`src/rtl/imm_gen_pipe_if.sv`:
```
// imm_gen_pipe_if: valid/ready bus bundle for the pipelined immediate generator.
// Parameters: XLEN (immediate width), TAG_W (sideband tag width).
// Upstream:   in_valid, in_ready, in_instr[31:0], in_tag[TAG_W-1:0]
// Downstream: out_valid, out_ready, out_imm[XLEN-1:0], out_fmt[2:0],
//             out_illegal, out_tag[TAG_W-1:0]
// modport slave is taken by the generator, modport master by its environment.
interface imm_gen_pipe_if #(
    parameter int unsigned XLEN  = 32,
    parameter int unsigned TAG_W = 8
);
    logic             in_valid;
    logic             in_ready;
    logic [31:0]      in_instr;
    logic [TAG_W-1:0] in_tag;
    logic             out_valid;
    logic             out_ready;
    logic [XLEN-1:0]  out_imm;
    logic [2:0]       out_fmt;
    logic             out_illegal;
    logic [TAG_W-1:0] out_tag;

    modport slave (
        input  in_valid, in_instr, in_tag, out_ready,
        output in_ready, out_valid, out_imm, out_fmt, out_illegal, out_tag
    );

    modport master (
        output in_valid, in_instr, in_tag, out_ready,
        input  in_ready, out_valid, out_imm, out_fmt, out_illegal, out_tag
    );
endinterface

```
`src/rtl/imm_gen_pipe.sv`:
```
// imm_gen_pipe: pipelined RV32/RV64 immediate generator with a two-entry skid
// buffer (main entry drives the outputs, skid entry absorbs back-pressure).
// Ports:
//   clk, rst_n  - clock, asynchronous active-low reset
//   flush       - synchronous drop of every buffered entry and same-cycle input
//   bus (slave) - in_* instruction handshake, out_* immediate/format/illegal/tag
// Optional feature: define IMMGEN_ZICSR_EN to decode CSR*I as format Z with
// the zero-extended uimm in instr[19:15].
module imm_gen_pipe #(
    parameter int unsigned XLEN  = 32,
    parameter int unsigned TAG_W = 8
) (
    input  logic          clk,
    input  logic          rst_n,
    input  logic          flush,
    imm_gen_pipe_if.slave bus
);

    localparam logic [2:0] FMT_R = 3'd0;
    localparam logic [2:0] FMT_I = 3'd1;
    localparam logic [2:0] FMT_S = 3'd2;
    localparam logic [2:0] FMT_B = 3'd3;
    localparam logic [2:0] FMT_U = 3'd4;
    localparam logic [2:0] FMT_J = 3'd5;
`ifdef IMMGEN_ZICSR_EN
    localparam logic [2:0] FMT_Z = 3'd6;
`endif

    typedef struct packed {
        logic [XLEN-1:0]  imm;
        logic [2:0]       fmt;
        logic             illegal;
        logic [TAG_W-1:0] tag;
    } entry_t;

    logic [31:0]     instr;
    logic [6:0]      opcode;
    logic [2:0]      funct3;
    logic            is_shift;
    logic [XLEN-1:0] imm_i;
    logic [XLEN-1:0] dec_imm;
    logic [2:0]      dec_fmt;
    logic            dec_illegal;

    entry_t main_q, main_d, skid_q, skid_d, new_e;
    logic   main_v, main_v_d, skid_v, skid_v_d;
    logic   in_ready_q;
    logic   push;

    assign instr    = bus.in_instr;
    assign opcode   = instr[6:0];
    assign funct3   = instr[14:12];
    assign is_shift = (funct3 == 3'b001) || (funct3 == 3'b101);
    assign imm_i    = XLEN'($signed(instr[31:20]));

    // Opcode decode; anything not listed (including compressed encodings) is illegal.
    always_comb begin
        dec_imm     = '0;
        dec_fmt     = FMT_R;
        dec_illegal = 1'b0;
        case (opcode)
            7'b0010011: begin
                dec_fmt = FMT_I;
                if (is_shift) begin
                    // funct7 must not leak into the shift amount
                    if (XLEN == 64) dec_imm = XLEN'(instr[25:20]);
                    else            dec_imm = XLEN'(instr[24:20]);
                end else begin
                    dec_imm = imm_i;
                end
            end
            7'b0011011: begin
                if (XLEN == 64) begin
                    dec_fmt = FMT_I;
                    dec_imm = is_shift ? XLEN'(instr[24:20]) : imm_i;
                end else begin
                    dec_illegal = 1'b1;
                end
            end
            7'b0000011, 7'b0001111, 7'b1100111: begin
                dec_fmt = FMT_I;
                dec_imm = imm_i;
            end
            7'b0100011: begin
                dec_fmt = FMT_S;
                dec_imm = XLEN'($signed({instr[31:25], instr[11:7]}));
            end
            7'b1100011: begin
                dec_fmt = FMT_B;
                dec_imm = XLEN'($signed({instr[31], instr[7], instr[30:25],
                                         instr[11:8], 1'b0}));
            end
            7'b0110111, 7'b0010111: begin
                dec_fmt = FMT_U;
                dec_imm = XLEN'($signed({instr[31:12], 12'b0}));
            end
            7'b1101111: begin
                dec_fmt = FMT_J;
                dec_imm = XLEN'($signed({instr[31], instr[19:12], instr[20],
                                         instr[30:21], 1'b0}));
            end
            7'b1110011: begin
`ifdef IMMGEN_ZICSR_EN
                if (funct3[2]) begin
                    dec_fmt = FMT_Z;
                    dec_imm = XLEN'(instr[19:15]);
                end else begin
                    dec_fmt = FMT_I;
                    dec_imm = imm_i;
                end
`else
                dec_fmt = FMT_I;
                dec_imm = imm_i;
`endif
            end
            7'b0110011: begin
                dec_fmt = FMT_R;
            end
            7'b0111011: begin
                dec_illegal = (XLEN != 64);
            end
            default: begin
                dec_illegal = 1'b1;
            end
        endcase
    end

    assign new_e = '{imm: dec_imm, fmt: dec_fmt, illegal: dec_illegal, tag: bus.in_tag};
    assign push  = bus.in_valid && in_ready_q;

    // Skid-buffer next state; flush wins, skid drains into main before new data.
    always_comb begin
        main_d   = main_q;
        main_v_d = main_v;
        skid_d   = skid_q;
        skid_v_d = skid_v;
        if (flush) begin
            main_v_d = 1'b0;
            skid_v_d = 1'b0;
        end else if (!main_v || bus.out_ready) begin
            if (skid_v) begin
                main_d   = skid_q;
                main_v_d = 1'b1;
                skid_v_d = push;
                if (push) skid_d = new_e;
            end else if (push) begin
                main_d   = new_e;
                main_v_d = 1'b1;
            end else begin
                main_v_d = 1'b0;
            end
        end else if (push) begin
            skid_d   = new_e;
            skid_v_d = 1'b1;
        end
    end

    // State registers; in_ready is its own flop so it never sees a comb path.
    always_ff @(posedge clk or negedge rst_n) begin
        if (!rst_n) begin
            main_q     <= '0;
            main_v     <= 1'b0;
            skid_q     <= '0;
            skid_v     <= 1'b0;
            in_ready_q <= 1'b1;
        end else begin
            main_q     <= main_d;
            main_v     <= main_v_d;
            skid_q     <= skid_d;
            skid_v     <= skid_v_d;
            in_ready_q <= !skid_v_d;
        end
    end

    assign bus.in_ready    = in_ready_q;
    assign bus.out_valid   = main_v;
    assign bus.out_imm     = main_q.imm;
    assign bus.out_fmt     = main_q.fmt;
    assign bus.out_illegal = main_q.illegal;
    assign bus.out_tag     = main_q.tag;

endmodule

```
`src/flat_wrapper.sv`:
```
// flat-port wrapper written by rule: the top's interface ports become plain ports
module imm_gen_pipe_flat 
#(
    parameter int unsigned XLEN  = 32,
    parameter int unsigned TAG_W = 8
)
  (clk, rst_n, flush, bus_in_valid, bus_in_instr, bus_in_tag, bus_out_ready, bus_in_ready, bus_out_valid, bus_out_imm, bus_out_fmt, bus_out_illegal, bus_out_tag);
  imm_gen_pipe_if #(.XLEN(XLEN), .TAG_W(TAG_W)) bus_i ();
  input  logic clk;
  input  logic rst_n;
  input  logic flush;
  input wire logic [$bits(bus_i.in_valid)-1:0] bus_in_valid;
  input wire logic [$bits(bus_i.in_instr)-1:0] bus_in_instr;
  input wire logic [$bits(bus_i.in_tag)-1:0] bus_in_tag;
  input wire logic [$bits(bus_i.out_ready)-1:0] bus_out_ready;
  output wire logic [$bits(bus_i.in_ready)-1:0] bus_in_ready;
  output wire logic [$bits(bus_i.out_valid)-1:0] bus_out_valid;
  output wire logic [$bits(bus_i.out_imm)-1:0] bus_out_imm;
  output wire logic [$bits(bus_i.out_fmt)-1:0] bus_out_fmt;
  output wire logic [$bits(bus_i.out_illegal)-1:0] bus_out_illegal;
  output wire logic [$bits(bus_i.out_tag)-1:0] bus_out_tag;
  assign bus_i.in_valid = bus_in_valid;
  assign bus_i.in_instr = bus_in_instr;
  assign bus_i.in_tag = bus_in_tag;
  assign bus_i.out_ready = bus_out_ready;
  assign bus_in_ready = bus_i.in_ready;
  assign bus_out_valid = bus_i.out_valid;
  assign bus_out_imm = bus_i.out_imm;
  assign bus_out_fmt = bus_i.out_fmt;
  assign bus_out_illegal = bus_i.out_illegal;
  assign bus_out_tag = bus_i.out_tag;
  imm_gen_pipe #(.XLEN(XLEN), .TAG_W(TAG_W)) u_core (.clk(clk), .rst_n(rst_n), .flush(flush), .bus(bus_i));
endmodule
```
`config.mk`:
```
export PLATFORM = sky130hd
export DESIGN_NAME = imm_gen_pipe_flat
export DESIGN_NICKNAME = d
export VERILOG_FILES = /design/src/rtl/imm_gen_pipe_if.sv /design/src/rtl/imm_gen_pipe.sv /design/src/flat_wrapper.sv
export SDC_FILE = /design/constraint.sdc
export NUM_CORES = 1
export LEC_CHECK = 0
export CORE_AREA = 2 2 106 108
export CTS_CLUSTER_DIAMETER = 60
export CTS_CLUSTER_SIZE = 24
export DETAILED_ROUTE_END_ITERATION = 12
export DIE_AREA = 0 0 108 110
export PLACE_DENSITY = 0.73
export SYNTH_ARGS = -nofsm -noshare
export SYNTH_HDL_FRONTEND = slang
export SYNTH_SLANG_ARGS = --single-unit
```
`constraint.sdc`:
```
create_clock -name clk -period 2.09 [get_ports clk]
set_input_delay 0.418 -clock clk [delete_from_list [all_inputs] [get_ports clk]]
set_output_delay 0.418 -clock clk [all_outputs]
set_load 0.05 [all_outputs]
```
==> impl_metrics.toml, run 1 <==
[worst_setup_path]
worst_ep_arrival_time_ns = 2.27
critPathLaunch = "bus_in_instr[5]"
crit_path_frequent_cell = "buf_4"
worstPathRequired_ns = 2.36
startpoint_types = "primary input"
critical-path-max-stage-delay_ns = 0.58
critPathKind = "primary input to flop"
end_kind = "flop"
critical_path.reg2reg.startpoint = "u_core.bus.in_ready"
timing.critical_path.fanout_max = 6
path_cells = "clkdlybuf4s50_1 > nand2b_1 > or3_1 > buf_4 > nand2_2 > o31ai_4 > buf_4 > a211oi_1"
critPathSlowestCell = "clkdlybuf4s50_1"

[floorplan]
initial_core_utilization_pct = 42.22
std_cell_rows = 38
chip_height_um = 110
dieArea_mm2 = 0.01188
area_inside_the_core_boundary_mm2 = 0.01070
design.portCount = 91
chipWidth_um = 108

[timing]
final.period_utilization_pct = 96.00
worstMarginPinSlew_ns = 0.5563
final.setup.tns_ns = 0
relSlewSlack_pct = 62.92
timing.final.hold_violations = 0
drv_slew = 0
finalClockSkew_ns = 0.009276
timing.final.setup_violations = 0
setup_slack_ns = 0.08362
fmax_mhz = 498.4
period_minus_slack_ns = 2.006

[placement]
place.port_buffers = 90
finalWeightedCongestion = 0.8516
post-dp-hpwl_mm = 8.573
pre_cts_ws_ns = -0.4506

[detailed_routing]
detail_route.iter0.violations = 257
routed_wirelength_mm = 12.09
detailedRoute.firstPassIterationCount = 5
num_vias = 4080
final_antenna_net_count = 0
via_per_inst = 5.404
routedWlPerCell_um = 16.02
final_routed_drc_violation_total = 0

[cts]
cts_hold_buf = 0
cts_tree = "yes"
path_clk_slew_ns = 0.09
cts_buffers = 9
clock_buffer_depth = 2
clock_h_tree_levels = 3
clock_sink_count = 91
clock_tree.root_cell = "clkbuf_8"
worstSkewPairLatency_ns = 0.36

[synth]
postSynth.asyncResetShare_pct = 100.0
mappedNetlistArea_mm2 = 0.004517
ys_seq_elements = 91
ys_types = 56
postSynthNetCount = 540
synth-edff-count = 0
area_fraction_of_the_dominant_cell_type_after_synthesis_pct = 49.86
yosys_most_used_dff = "dfrtp_1"
yosysSeqAreaShare_pct = 50.44
mean_post_synth_cell_area_um2 = 9.125
netlist.top_cell.by_area = "dfrtp_1"
yosys-top-cells-area = "dfrtp_1 (50%), nand2_1 (7.3%), nor2_1 (5.1%), o21ai_0 (4.0%), a211oi_2 (3.3%)"
synth_warn = 0
synthesis.instances = 495

[final_layout]
fill_count = 941
share_of_cells_above_drive_strength_1_pct = 16.91
area_growth_syn_to_layout_pct = 35.15
antenna_cells = 0
final_core_util_pct = 57.06
finish.net_count = 655

[pwr]
worst_ir_drop_vdd_mv = 0.4457
lkg_pwr_nw = 2.557
p_per_area_mw_per_mm2 = 842.6

[min_path]
hold_path.class = "primary input to async pin"

[global_route]
pin_count_of_the_biggest_net_entering_global_routing = 54
global_route.overflow_total = 0
first_pass_grt_wire_length_mm = 19.92
first_global_vias = 4054
globalRouteTotalUtil_pct = 21.37
antenna_found_initial = 0

[run_status]
outcome = "finished clean"

[flow_run]
timing.max_cap.violations = 0
-- cell usage after synthesis, types with 4 or more instances --
cell       n
nor3_1    23
a221oi_1   8
a21oi_1   29
a31oi_1   12
nand2b_1   4
buf_2     13
nand3_1   13
nor2_1    61
nand2_1   88
a211oi_2  12
mux2i_1    8
dfrtp_1   90
and3_1     7
o21ai_1    6
clkbuf_1  17
buf_4      4
o21ai_0   36
inv_1      4
a211oi_1   9
-- worst max-delay path: cells and delay by family --
kind	cells	cell delay, ns
compound gates	2	0.35
buf+inv	3	0.90
simple gates	3	0.60
-- cells by family (layout without fill, tap and decap cells) --
logic type               after synthesis  after routing  share of synthesized area (%)
AND/OR/NAND/NOR                      222            222                          22.44
AO/OA/AOI/OAI                        130            130                          20.08
XOR/XNOR                               1              1                         0.3602
multiplexers                           8              8                          1.773
adder cells (fa/ha/maj)                1              1                         0.2216
buffers and inverters                 42            162                          4.681
flip-flops                            91             91                          50.44
-- area by class of cell --
cell class / instances / area (µm²) / area share, %
multi-input combinational: 362 / 2051 / 33.59
tap: 140 / 175.2 / 2.869
inverter: 4 / 15.01 / 0.2460
sequential: 91 / 2278 / 37.32
clock inverter: 5 / 60.06 / 0.9838
clock buffer: 11 / 151.4 / 2.480
timing repair buffer: 142 / 1374 / 22.50
-- layer usage --
metal	global-route usage [%]	routed length, µm	vias to the layer above
met5	0	0	-
met4	5.861	154	0
met3	3.704	675	12
met2	36.39	6077	132
met1	28.32	5186	1979
li1	-	-	1957
-- through the flow --
step	std cells	hold slack, ns	total power, mW	cell area, µm²
6_report	755	0.03587	5.144	6105
5_1_grt	755	0.05727	5.402	6105
4_1_cts	753	0.04540	5.163	6075
3_5_place_dp	737	0.4434	3.897	5856
3_3_place_gp	737	0.4324	3.845	5856
2_1_floorplan	495	0.1224	3.258	4517
-- cells in the final DEF (no fill, tap or decap), drive strengths merged, types with 4 or more instances in the layout --
cell	instances
o21ai	43
inv	5
nand2	89
clkdlybuf4s50	88
o31ai	4
and2	4
a211oi	21
a221oi	8
clkbuf	11
nand3	13
and3	7
nor2b	4
dfrtp	90
buf	54
nor2	63
a21oi	31
a31oi	12
mux2i	8
nand2b	4
nor3	24
-- worst paths after layout --
path / endpoint / slack (ns) / cells after the start
worst max-delay path: u_core.bus.out_imm[14] / 0.08 / 8
worst min-delay path: u_core.bus.out_tag[6] / 0.04 / 1
worst max register to register: u_core.bus.out_imm[20] / 0.21 / 5
worst min register to register: u_core.skid_q[8] / 0.47 / 2
max in group asynchronous: u_core.bus.out_imm[3] / 1.48 / 2
min in group clk: u_core.skid_q[8] / 0.47 / 2
-- registers in the layout, indices dropped and copies added, names as in the netlist --
| name | cells |
|---|---|
| u_core.bus.out_tag | 8 |
| u_core.bus.out_valid | 1 |
| u_core.bus.out_illegal | 1 |
| u_core.bus.in_ready | 1 |
| u_core.bus.out_imm | 32 |
| u_core.skid_q | 44 |
| u_core.skid_v | 1 |
| u_core.bus.out_fmt | 3 |
-- what timing repair did --
action / in CTS / in global routing
hold endpoints to repair: 0 / 0
cloned: 0 / 0
pin swaps: 0 / 1
buffers inserted: 0 / 2
gates resized for setup: 1 / 4
endpoints found under the setup margin: 11 / 14
-- power breakdown --
group	internal [mW]	total, mW	switching, mW
Clock	0.623	1.28	0.652
Sequential	2.09	2.27	0.186
Combinational	0.615	1.60	0.981
Total	3.32	5.14	1.82
Power figures use the tool's default switching activity.
==> run 2: changes to the inputs <==
Settings changed: CORE_AREA 2 2 106 108 to 2 2 93 95, DIE_AREA 0 0 108 110 to 0 0 95 97, PLACE_DENSITY 0.73 to 0.9.
Clock period 2.09 ns to 2.6 ns, I/O delays scaled along.
==> run 2 against run 1 <==
- non-clock buffer count fell by 24
- sequential share of layout area is 2.0 points higher
- design area shrank 5.0%
- wire length down 0.52%
- flip-flop and latch count unchanged
- count of clock-buffer cells in the layout fell by 2
- largest cell class unchanged
- highest routed layer unchanged
==> impl_metrics.toml, run 2 (same netlist as run 1, synthesis figures left out) <==
[run_status]
outcome = "finished clean"

[final_layout]
most_common_library_cell_in_the_layout_ignoring_fill_and_taps = "dfrtp_1"
largest_reg_flops = 44
share_of_cells_above_drive_strength_1_pct = 12.37
antenna_cells = 0
postLayoutCellArea_mm2 = 0.005799
area_growth_syn_to_layout_pct = 28.39
largest_register = "u_core.skid_q"
finish.net_count = 631
highest_count_cells_in_the_layout_ignoring_fill_and_taps = "dfrtp_1 (90), clkdlybuf4s50_1 (89), nand2_1 (88), nor2_1 (61), o21ai_0 (36)"

[cts]
worstSkewPairLatency_ns = 0.36
cts_tree = "yes"
path_clk_slew_ns = 0.08
cts_buffers = 9
cts_resized = 0
clock_buffer_depth = 2
clock_tree.root_cell = "clkbuf_8"
clock_h_tree_levels = 3
post-cts-setup-buffers = 0
cts_hold_buf = 0
clock_sink_count = 91

[worst_setup_path]
critPathLaunch = "bus_in_instr[4]"
rr_worst_depth = 5
critical-path-max-stage-delay_ns = 0.72
critPathKind = "primary input to flop"
timing.critical_path.fanout_max = 11
path_cells = "clkdlybuf4s50_1 > nor2_1 > and4_1 > o21bai_4 > o21bai_1 > a31oi_1"
worstPathRequired_ns = 2.80
regToRegEndpoint = "u_core.bus.out_imm[21]"
crit_path_end = "u_core.skid_q[40]"
worst_ep_arrival_time_ns = 2.65
setup.reg_to_reg.worst_slack_ns = 0.56
end_kind = "flop"
critical_path.reg2reg.startpoint = "u_core.bus.in_ready"
startpoint_types = "primary input"
critPathSlowestCell = "o21bai_1"

[pwr]
internal-power_mw = 2.675
netSwitchingPower_mw = 1.447
p_per_area_mw_per_mm2 = 710.9
pwr-share-comb_pct = 30.2
clkPwrFrac_pct = 25.3
power_mw = 4.123
worst_ir_drop_vdd_mv = 0.4424
lkg_pwr_nw = 2.416
switching_share_pct = 35.11
p_seq_share_pct = 44.5

[floorplan]
chipWidth_um = 95
std_cell_rows = 33
chip_height_um = 97
initial_core_utilization_pct = 55.53
area_inside_the_core_boundary_mm2 = 0.008134
dieArea_mm2 = 0.009215
design.portCount = 91

[global_route]
globalRouteTotalUtil_pct = 26.82
first_pass_grt_wire_length_mm = 19.48
first_global_vias = 4110
global_route.overflow_total = 0
antenna_found_initial = 0
pin_count_of_the_biggest_net_entering_global_routing = 54

[detailed_routing]
via_per_inst = 5.981
routed_wirelength_mm = 12.03
detailedRoute.firstPassIterationCount = 6
drt-met1-wl_mm = 4.763
final_routed_drc_violation_total = 0
dr.max_layer_used = "met4"
detail_route.iter0.violations = 326
num_vias = 4157
met2WireLength_mm = 6.044
dr_wl_met3_um = 760
routedWlPerCell_um = 17.31
final_antenna_net_count = 0

[timing]
final.period_utilization_pct = 94.07
worstMarginPinSlew_ns = 0.8893
period_minus_slack_ns = 2.446
relSlewSlack_pct = 40.59
timing.final.hold_violations = 0
timing.final.setup_violations = 0
fmax_mhz = 408.8
finalClockSkew_ns = 0.005935
drv_slew = 0
rsz_0062_raised_after_global_routing = "no"

[placement]
dpl-instance-area_mm2 = 0.005585
post-dp-hpwl_mm = 8.332
place.port_buffers = 90
finalWeightedCongestion = 0.9122

[flow_run]
timing.max_cap.violations = 0

[min_path]
hold_path.class = "primary input to async pin"
-- run 2: power groups by stage --
stage                     logic, mW  clock network, mW  registers (mW)
after floorplan               0.404                  0            2.22
after global placement         1.21                  0            1.84
after detailed placement       1.24                  0            1.86
after CTS                      1.25               1.05            1.83
after global routing           1.33               1.10            1.86
final                          1.25               1.04            1.84
-- run 2: worst min-delay path by stage --
stage / from / endpoint / slack [ns] / cells after the start
after global routing: rst_n / u_core.bus.out_imm[3] / 0.19 / 1
after CTS: rst_n / u_core.bus.out_imm[3] / 0.17 / 1
after global placement: u_core.skid_q[8] / u_core.skid_q[8] / 0.45 / 2
final: rst_n / u_core.skid_q[9] / 0.15 / 1
after detailed placement: u_core.skid_q[8] / u_core.skid_q[8] / 0.46 / 2
after floorplan: rst_n / u_core.bus.out_fmt[0] / 0.22 / 0
-- run 2: layer usage --
metal / global-route usage, % / up-vias
li1: - / 1910
met1: 35.35 / 1990
met2: 42.77 / 216
met3: 3.583 / 41
met4: 14.27 / 0
met5: 0 / -
-- run 2: layout make-up --
type	instances	area [µm²]
Inverter	4	15.01
Clock inverter	6	90.09
Sequential cell	91	2278
Timing Repair Buffer	118	1134
Clock buffer	9	123.9
Multi-Input combinational cell	362	2027
Tap cell	105	131.4
Fill cell	623	2335
-- run 2: metrics by stage --
step | setup TNS, ns | setup slack (ns) | util (%) | instances | hold slack [ns]
2_1_floorplan | 0 | 0.6444 | - | 495 | 0.2244
3_3_place_gp | -0.9431 | -0.07237 | 68.67 | 680 | 0.4532
3_5_place_dp | -3.447 | -0.2274 | 68.67 | 680 | 0.4648
4_1_cts | 0 | 0.1818 | 71.30 | 695 | 0.1656
5_1_grt | 0 | 0.01307 | 71.30 | 695 | 0.1929
6_report | 0 | 0.1541 | 71.30 | 695 | 0.1493
-- run 2: critical path, delay by kind of cell --
kind | cells | cell delay (ns)
compound gates | 3 | 1.11
buf+inv | 1 | 0.68
simple gates | 2 | 0.33
==> run 3: changes to the inputs <==
Settings changed: CORE_AREA 2 2 93 95 to 4 4 95 97, DIE_AREA 0 0 95 97 to 0 0 99 101, GPL_ROUTABILITY_DRIVEN set to 0, SKIP_LAST_GASP set to 1.
==> run 3 against run 2 <==
- total power is 4.0% lower
- die area is 8.5% higher
- global-route usage is 1.3 points lower
- flip-flop and latch count stayed put
- register-to-register slack hardly changed
- hold slack worse by 0.0040 ns
- clock power is 16% lower
- critical endpoint is now u_core.skid_q[39]
- largest power group unchanged
- first-iteration DRC count is 26% higher
- combinational power hardly changed
- cell count is 0.58% higher
- non-clock buffer count is 3 higher
- design area is 0.15% lower
==> impl_metrics.toml, run 3 (same netlist as run 1, synthesis figures left out) <==
[worst_setup_path]
critical-path-max-stage-delay_ns = 0.75
path_cells = "clkdlybuf4s50_1 > buf_4 > xor2_2 > a21oi_2 > o21bai_4 > o21bai_1 > a31oi_1"
critPathSlowestCell = "o21bai_1"
timing.critical_path.fanout_max = 11
startpoint_types = "primary input"
worst_ep_arrival_time_ns = 2.62
worstPathRequired_ns = 2.79
critPathKind = "primary input to flop"
end_kind = "flop"

[floorplan]
std_cell_rows = 33
initial_core_utilization_pct = 55.53
chipWidth_um = 99
area_inside_the_core_boundary_mm2 = 0.008134
dieArea_mm2 = 0.009999
design.portCount = 91
chip_height_um = 101

[final_layout]
finish.cell_count_without_fillers = 699
most_common_library_cell_in_the_layout_ignoring_fill_and_taps = "dfrtp_1"
fill_count = 594
largest_register = "u_core.skid_q"
multiInputGateArea_mm2 = 0.002028
finish.net_count = 634
highest_count_cells_in_the_layout_ignoring_fill_and_taps = "dfrtp_1 (90), clkdlybuf4s50_1 (89), nand2_1 (88), nor2_1 (61), o21ai_0 (36)"
area_growth_syn_to_layout_pct = 28.20
antenna_cells = 0
area.sequential_mm2 = 0.002278
postLayoutCellArea_mm2 = 0.005791
largest_reg_flops = 44
share_of_cells_above_drive_strength_1_pct = 12.79

[timing]
period_minus_slack_ns = 2.425
setup_slack_ns = 0.1752
timing.final.setup_violations = 0
relSlewSlack_pct = 38.23
timing.final.hold_violations = 0
final.setup.tns_ns = 0
worstMarginPinSlew_ns = 0.9247
rsz_0062_raised_after_global_routing = "no"
final.period_utilization_pct = 93.26
finalClockSkew_ns = 0.009449
fmax_mhz = 412.4
drv_slew = 0

[detailed_routing]
final_antenna_net_count = 0
routedWlPerCell_um = 17.57
detail_route.iter0.violations = 410
detailedRoute.firstPassIterationCount = 5
num_vias = 4176
final_routed_drc_violation_total = 0
routed_wirelength_mm = 12.28
via_per_inst = 5.974

[global_route]
globalRouteTotalUtil_pct = 25.55
first_pass_grt_wire_length_mm = 20.50
globalRoute.busiestLayer = "met2"
antenna_found_initial = 0
pin_count_of_the_biggest_net_entering_global_routing = 54
grt.met3_usage_pct = 5.744
grt_util_met2_pct = 43.29
first_global_vias = 4296
grt_util_met1_pct = 32.05
global_route.overflow_total = 0

[run_status]
outcome = "finished clean"

[cts]
cts_tree = "yes"
path_clk_slew_ns = 0.09
cts_buffers = 9
post-cts-setup-buffers = 0
cts_hold_buf = 0
worstSkewPairLatency_ns = 0.36
cts_resized = 0
clock_tree.root_cell = "clkbuf_8"
clock_sink_count = 91
clock_h_tree_levels = 3
clock_buffer_depth = 2

[pwr]
power_mw = 3.956
lkg_pwr_nw = 2.413
p_per_area_mw_per_mm2 = 683.2
worst_ir_drop_vdd_mv = 0.4628

[flow_run]
timing.max_cap.violations = 0

[placement]
dpl.cell_count = 683
post-dp-hpwl_mm = 8.745
pre_cts_ws_ns = -0.1632
dpl-instance-area_mm2 = 0.005622
place.port_buffers = 90

[min_path]
hold_path.class = "primary input to async pin"
## run 3: layout make-up
type                            count  area share [%]
Inverter                            4          0.2593
Sequential cell                    91           39.35
Timing Repair Buffer              121           20.18
Clock inverter                      5          0.6482
Multi-Input combinational cell    362           35.03
Clock buffer                       11           2.269
Tap cell                          105           2.269
## run 3: per-layer routing
| layer | share of wire (%) | vias to the layer above |
|---|---|---|
| li1 | - | 1918 |
| met1 | 39 | 2011 |
| met2 | 50 | 212 |
| met3 | 7.9 | 35 |
| met4 | 2.7 | 0 |
| met5 | 0 | - |
## run 3: path summary, 6_finish.rpt
| kind | slack, ns | endpoint | cells past startpoint | start |
|---|---|---|---|---|
| max in group asynchronous | 1.70 | u_core.bus.in_ready | 2 | rst_n |
| max | 0.18 | u_core.skid_q[39] | 7 | bus_in_instr[4] |
| min in group clk | 0.48 | u_core.skid_q[8] | 2 | u_core.skid_q[8] |
| min reg2reg | 0.48 | u_core.skid_q[8] | 2 | u_core.skid_q[8] |
| min | 0.15 | u_core.skid_q[9] | 1 | rst_n |
| max reg2reg | 0.57 | u_core.bus.out_imm[20] | 5 | u_core.bus.in_ready |
## run 3: worst max-delay path: cells and delay by family
| family | cells | cell delay, ns |
|---|---|---|
| compound gates | 4 | 1.24 |
| buf+inv | 2 | 0.68 |
| xor+xnor | 1 | 0.18 |
## run 3: through the flow
| step | hold WS (ns) | util [%] |
|---|---|---|
| 3_3_place_gp | 0.4519 | 69.11 |
| 5_1_grt | 0.1907 | 71.19 |
| 4_1_cts | 0.1657 | 71.19 |
| 2_1_floorplan | 0.2244 | - |
| 6_report | 0.1453 | 71.19 |
| 3_5_place_dp | 0.4620 | 69.11 |
## run 3: where the power goes
part | internal, mW | switching (mW) | total (mW) | leakage [nW]
Combinational | 0.465 | 0.789 | 1.25 | 1.18
Clock | 0.354 | 0.517 | 0.871 | 0.0803
Sequential | 1.68 | 0.154 | 1.83 | 1.15
